**src/rtl/instruction_decode_stack.sv**
```systemverilog
// Instruction latch and field decoder feeding the control unit, plus the
// return-address stack driven by JAL (push) and StopBit (pop) at retirement.
module instruction_decode_stack #(
  parameter int PC_WIDTH    = 32,
  parameter int STACK_DEPTH = 8
) (
  input  logic                           clock,
  input  logic                           reset,
  input  logic                           en_instruction_fetch,
  input  logic [31:0]                    instruction_word,
  input  logic [PC_WIDTH-1:0]            pc_plus_one,
  input  logic                           instruction_done,
  output logic [1:0]                     InstructionType,
  output logic [4:0]                     FunctionCode,
  output logic                           StopBit,
  output logic [3:0]                     rs1,
  output logic [3:0]                     rd,
  output logic [3:0]                     rs2,
  output logic [31:0]                    immediate_ext,
  output logic                           decode_valid,
  output logic [PC_WIDTH-1:0]            return_address,
  output logic                           return_valid,
  output logic [$clog2(STACK_DEPTH):0]   stack_depth,
  output logic                           stack_overflow,
  output logic                           stack_underflow
);

  localparam int PTR_W = $clog2(STACK_DEPTH);
  localparam logic [PTR_W:0] DEPTH_FULL = (PTR_W+1)'(STACK_DEPTH);
  localparam logic [PTR_W:0] DEPTH_ONE  = (PTR_W+1)'(1);

  typedef enum logic [1:0] {
    TYPE_R = 2'b00,
    TYPE_I = 2'b01,
    TYPE_J = 2'b10,
    TYPE_S = 2'b11
  } instr_type_e;

  logic [31:0]         word_q;
  logic [PC_WIDTH-1:0] pc_q;
  logic [PC_WIDTH-1:0] stack_mem [STACK_DEPTH];
  logic [PTR_W:0]      depth_q;
  logic [PTR_W-1:0]    top_idx;
  logic [PTR_W-1:0]    push_idx;
  logic                retire;
  logic                do_push;
  logic                do_pop;
  logic                stack_empty;
  logic                stack_full;

  assign InstructionType = word_q[2:1];
  assign FunctionCode    = word_q[31:27];
  assign StopBit         = word_q[0];
  assign rs1             = word_q[26:23];
  assign rd              = word_q[22:19];
  assign rs2             = word_q[18:15];
  assign stack_depth     = depth_q;

  assign retire      = instruction_done & decode_valid;
  assign do_push     = retire & (instr_type_e'(word_q[2:1]) == TYPE_J) & (word_q[31:27] == 5'd1);
  assign do_pop      = retire & word_q[0];
  assign stack_empty = (depth_q == '0);
  assign stack_full  = (depth_q == DEPTH_FULL);
  assign push_idx    = depth_q[PTR_W-1:0];
  assign top_idx     = depth_q[PTR_W-1:0] + {PTR_W{1'b1}};

  always_comb begin
    immediate_ext = 32'd0;
    case (instr_type_e'(word_q[2:1]))
      TYPE_I:  immediate_ext = {{16{word_q[18]}}, word_q[18:3]};
      TYPE_J:  immediate_ext = {{8{word_q[26]}}, word_q[26:3]};
      TYPE_S:  immediate_ext = {27'd0, word_q[18:14]};
      default: immediate_ext = 32'd0;
    endcase
  end

  // Entry storage is not reset; only the pointer defines what is live.
  // A push that coincides with a pop on a non-empty stack overwrites the top.
  always_ff @(posedge clock) begin
    if (do_push) begin
      if (do_pop && !stack_empty) begin
        stack_mem[top_idx] <= pc_q;
      end else if (!stack_full) begin
        stack_mem[push_idx] <= pc_q;
      end
    end
  end

  always_ff @(posedge clock or posedge reset) begin
    if (reset) begin
      word_q          <= '0;
      pc_q            <= '0;
      decode_valid    <= 1'b0;
      depth_q         <= '0;
      return_address  <= '0;
      return_valid    <= 1'b0;
      stack_overflow  <= 1'b0;
      stack_underflow <= 1'b0;
    end else begin
      return_valid <= 1'b0;
      if (en_instruction_fetch) begin
        word_q       <= instruction_word;
        pc_q         <= pc_plus_one;
        decode_valid <= 1'b1;
      end
      // Retire always acts on the previously latched word, even on a fetch edge.
      if (do_pop) begin
        return_valid <= 1'b1;
        if (stack_empty) begin
          return_address  <= '0;
          stack_underflow <= 1'b1;
          if (do_push) begin
            depth_q <= DEPTH_ONE;
          end
        end else begin
          return_address <= stack_mem[top_idx];
          if (!do_push) begin
            depth_q <= depth_q - DEPTH_ONE;
          end
        end
      end else if (do_push) begin
        if (stack_full) begin
          stack_overflow <= 1'b1;
        end else begin
          depth_q <= depth_q + DEPTH_ONE;
        end
      end
    end
  end

endmodule

```
**config.mk**
```make
export PLATFORM = sky130hd
export DESIGN_NAME = instruction_decode_stack
export DESIGN_NICKNAME = d
export VERILOG_FILES = /design/src/rtl/instruction_decode_stack.sv
export SDC_FILE = /design/constraint.sdc
export NUM_CORES = 1
export LEC_CHECK = 0
export CORE_UTILIZATION = 40
export CTS_BUF_LIST = sky130_fd_sc_hd__clkbuf_2 sky130_fd_sc_hd__clkbuf_4 sky130_fd_sc_hd__clkbuf_8
export DETAILED_ROUTE_END_ITERATION = 8
export SYNTH_ARGS = -nofsm -noshare
export SYNTH_HDL_FRONTEND = slang
export SYNTH_SLANG_ARGS = --single-unit
```
**constraint.sdc**
```tcl
create_clock -name clock -period 5.5 [get_ports clock]
set_input_delay 0.825 -clock clock [delete_from_list [all_inputs] [get_ports clock]]
set_output_delay 0.825 -clock clock [all_outputs]
set_load 0.01 [all_outputs]
```
==> reports/metrics.csv <==
stage;metric;value;unit
status;run status;finished clean;
finish;share of cells above drive strength 1;27.1;%
grt;largest net degree at the start of global routing;70;
grt;vias in the first global route;7713;
critical_path;critical path arrival;4.15;ns
pwr;Sw Share;29.3;%
sta;relative slew slack;13.0;%
pwr;Combinational Power Share;28.8;%
die;Core Region;0.0349;sq mm
synth;post-synthesis adder-cell area fraction;0.263;%
sta;worst-margin pin slew;1.29;ns
synth;Synth Area in Compound Gates;3.55;%
critical_path;Critical Setup Path Class;reg -> reg;
finish;final-layout fill cell count;2902;
clock_tree;# clock sinks;360;
synth;FFs w/ async S/R, synth;28.9;%
drt;DRC viols;0;
critical_path;R2R Setup Slk;1.58;ns
die;Die ar.;0.0365;sq mm
critical_path;Critical-path top delay cell;ha_4;
synth;cell count after synthesis;773;
synth;Avg Inst Size Synth;18.5;sq um
pwr;Flop pwr share;41.5;%
drt;post-route antenna net violation count;0;
critical_path;cells along the critical path;clkinv_1 > ha_4 > nor2b_1 > o221ai_1 > a21oi_4 > buf_4;
synth;multiplexer area fraction after synthesis;18.0;%
place;RePlAce Congestion;0.726;
synth;Post-synth EDFFs;256;
sta;final period utilization;71.2;%
die;Die Span X;191;um
critical_path;CP max stage delay;1.08;ns
critical_path;CP Max Fanout;69;
clock_tree;hold buffers post-CTS;0;
grt;initial antenna violation count;0;
job;# Max-Cap Violations;0;
sta;fmax;0.255;GHz
critical_path;startpoint types;flop;
sta;min Tclk post-route;3.92;ns
drt;WL final;28900;um
synth;sequential element share of the synthesized area;72.0;%
synth;largest family of logic cells by synthesized area;multiplexers;
pwr;Pint;0.00575;W
critical_path;worst path required time;5.73;ns
place;number of I/O port buffers;159;
finish;Final Instance Area;0.0175;sq mm
critical_path;CP bufs+invs;2;
synth;Synth Flop Type;edfxtp_1;
critical_path;critical path's top delay family;adder cells;
clock_tree;worst skew pair latency;0.62;ns
pwr;sw power;0.00238;W
clock_tree;number of setup buffers added after CTS;0;
pwr;clock share of power;29.8;%
synth;Yosys cell types;50;
synth;Post-Synth Simple-Gate Area;3.07;%
grt;gr usage total;16.2;%
drt;wire per inst;20.0;um
grt;grt ovf;0;
grt;first-pass GRT wire length;44600;um
clock_tree;clk slew on worst S/H paths;0.06;ns
synth;number of synthesized register bits;360;
sta;final count of pins violating max slew;0;
drt;DRT Pass-1 Iters;5;
die;io pins;160;
synth;xor/xnor share of the synthesized area;0.184;%
critical_path;Worst setup EP type;flop;
finish;Antenna Cells;0;
pwr;peak supply drop;0.253;mV
clock_tree;post_cts resized;0;
synth;syn_nets;844;
clock_tree;H-Tree Depth;2;
sta;Post-Route Setup TNS;0;ns
pwr;Leakage;6.23;nW
sta;Final Skew;0.0264;ns
drt;Via density;5.08;
drt;vias post-DR;7333;
sta;Hold Vio Cnt, Final;0;
die;Initial Util;41.0;%
sta;final setup fails;0;
die;die height;191;um
sta;hold slack;0.462;ns
pwr;PD cells;464;mW/mm^2
finish;Nets;1010;
place;DPL Wire Length;17200;um
finish;area grow syn2layout;22.8;%
clock_tree;CTS tree;done;
synth;Ys Warns;0;
synth;post-synthesis cell area;0.0143;sq mm
place;Placed Area;0.0163;sq mm
sta;unrepaired setup endpoints after global routing;false;
die;row cnt;68;
hold_path;hold crit path type;reg -> reg;
drt;initial drt markers;341;
clock_tree;clk buf depth;3;
clock_tree;Clock Tree Root;clkbuf_8;
clock_tree;Inserted Clock Buffers;58;
## final timing paths
check,from,end,cells after the start
worst max-delay path,stack_depth[0]$_DFFE_PP0P_,stack_mem[5][23]$_DFFE_PP_,6
worst min-delay path,stack_overflow$_DFFE_PP0P_,stack_overflow$_DFFE_PP0P_,1
worst max register to register,stack_depth[0]$_DFFE_PP0P_,stack_mem[5][23]$_DFFE_PP_,6
worst min register to register,stack_overflow$_DFFE_PP0P_,stack_overflow$_DFFE_PP0P_,1
max in group asynchronous,reset,return_address[17]$_DFFE_PP0N_,3
min in group asynchronous,reset,word_q[26]$_DFFE_PP0P_,2
## flip-flops by register name (all words and copies together) (netlist names)
name / cells
stack_mem: 256
pc_q: 32
stack_depth: 4
decode_valid: 1
return_valid: 1
return_address: 32
word_q: 32
stack_overflow: 1
stack_underflow: 1
## layout make-up
class	instances	area (sq um)	area share [%]
timing repair buffer	176	1720	9.78
clock buffer	82	1000	5.72
tap	455	569	3.24
multi-input combinational	337	3700	21.1
inverter	6	25.0	0.143
sequential	360	10300	58.7
clock inverter	28	243	1.38
## power by group through the flow
stage	logic [W]	clock network, W	registers [W]
after floorplan	0.00160	0	0.00334
after global placement	0.00238	0	0.00343
after detailed placement	0.00239	0	0.00344
after CTS	0.00239	0.00249	0.00338
after global routing	0.00253	0.00261	0.00342
final	0.00234	0.00242	0.00337
## placed cells by master, fill, tap and decap left out, types with 5 or more instances in the layout
master           instances
mux2i_1                 34
nand2_1                 39
a22o_1                   5
clkdlybuf4s50_1        158
mux2_2                  69
clkbuf_4                20
clkinv_2                 8
o21ai_0                 36
nor3_2                   5
dfrtp_1                103
clkbuf_8                62
buf_4                   18
a21o_1                  11
mux4_2                  64
and2_1                  12
edfxtp_1               256
clkinv_1                14
## metrics by stage
stage,worst slack [ns],util (%),total power (W),std cells
3_5_place_dp,1.46,46.7,0.00582,1334
3_3_place_gp,1.51,46.7,0.00581,1334
4_1_cts,1.44,50.3,0.00826,1444
6_report,1.58,50.3,0.00813,1444
5_1_grt,1.26,50.3,0.00856,1444
2_1_floorplan,0.304,-,0.00495,773
## synthesized netlist by cell type, drive strengths merged, types with 4 or more instances
master  count  area, sq um
edfxtp    256         7690
dfrtp     104         2600
mux2       70          792
mux4       64         1440
buf        43          294
nand2      39          146
o21ai      37          185
mux2i      34          340
clkbuf     27          101
and2       12         75.1
a21o       11         82.6
nor3        9         50.1
a21oi       8         40.0
a22o        5         43.8
inv         5         18.8
nor2        4         15.0
nor2b       4         25.0
## metal layers
layer | global-route usage (%) | part of all wire, % | up-vias
met5 | 0 | 0 | -
met4 | 5.35 | 1.9 | 0
met3 | 3.05 | 3.8 | 45
met2 | 27.2 | 50 | 149
met1 | 21.2 | 44 | 3795
li1 | - | - | 3344
## worst register-to-register path: cells and delay by family (launching register included)
family          cells  cell delay, ns
fa+ha+maj           1            1.09
buf+inv             2            0.97
flops               1            0.82
compound gates      2            0.41
simple gates        1            0.23
## logic make-up (layout without fill, tap and decap cells)
kind of cell	after synthesis	in the layout
buffers and inverters	76	292
adders and majority gates	3	3
AOI/OAI and AO/OA	78	78
muxes	168	168
xor gates and xnor gates	3	3
DFF	360	360
and+or+nand+nor	85	85
No activity file was read; power rests on OpenSTA's default activity.
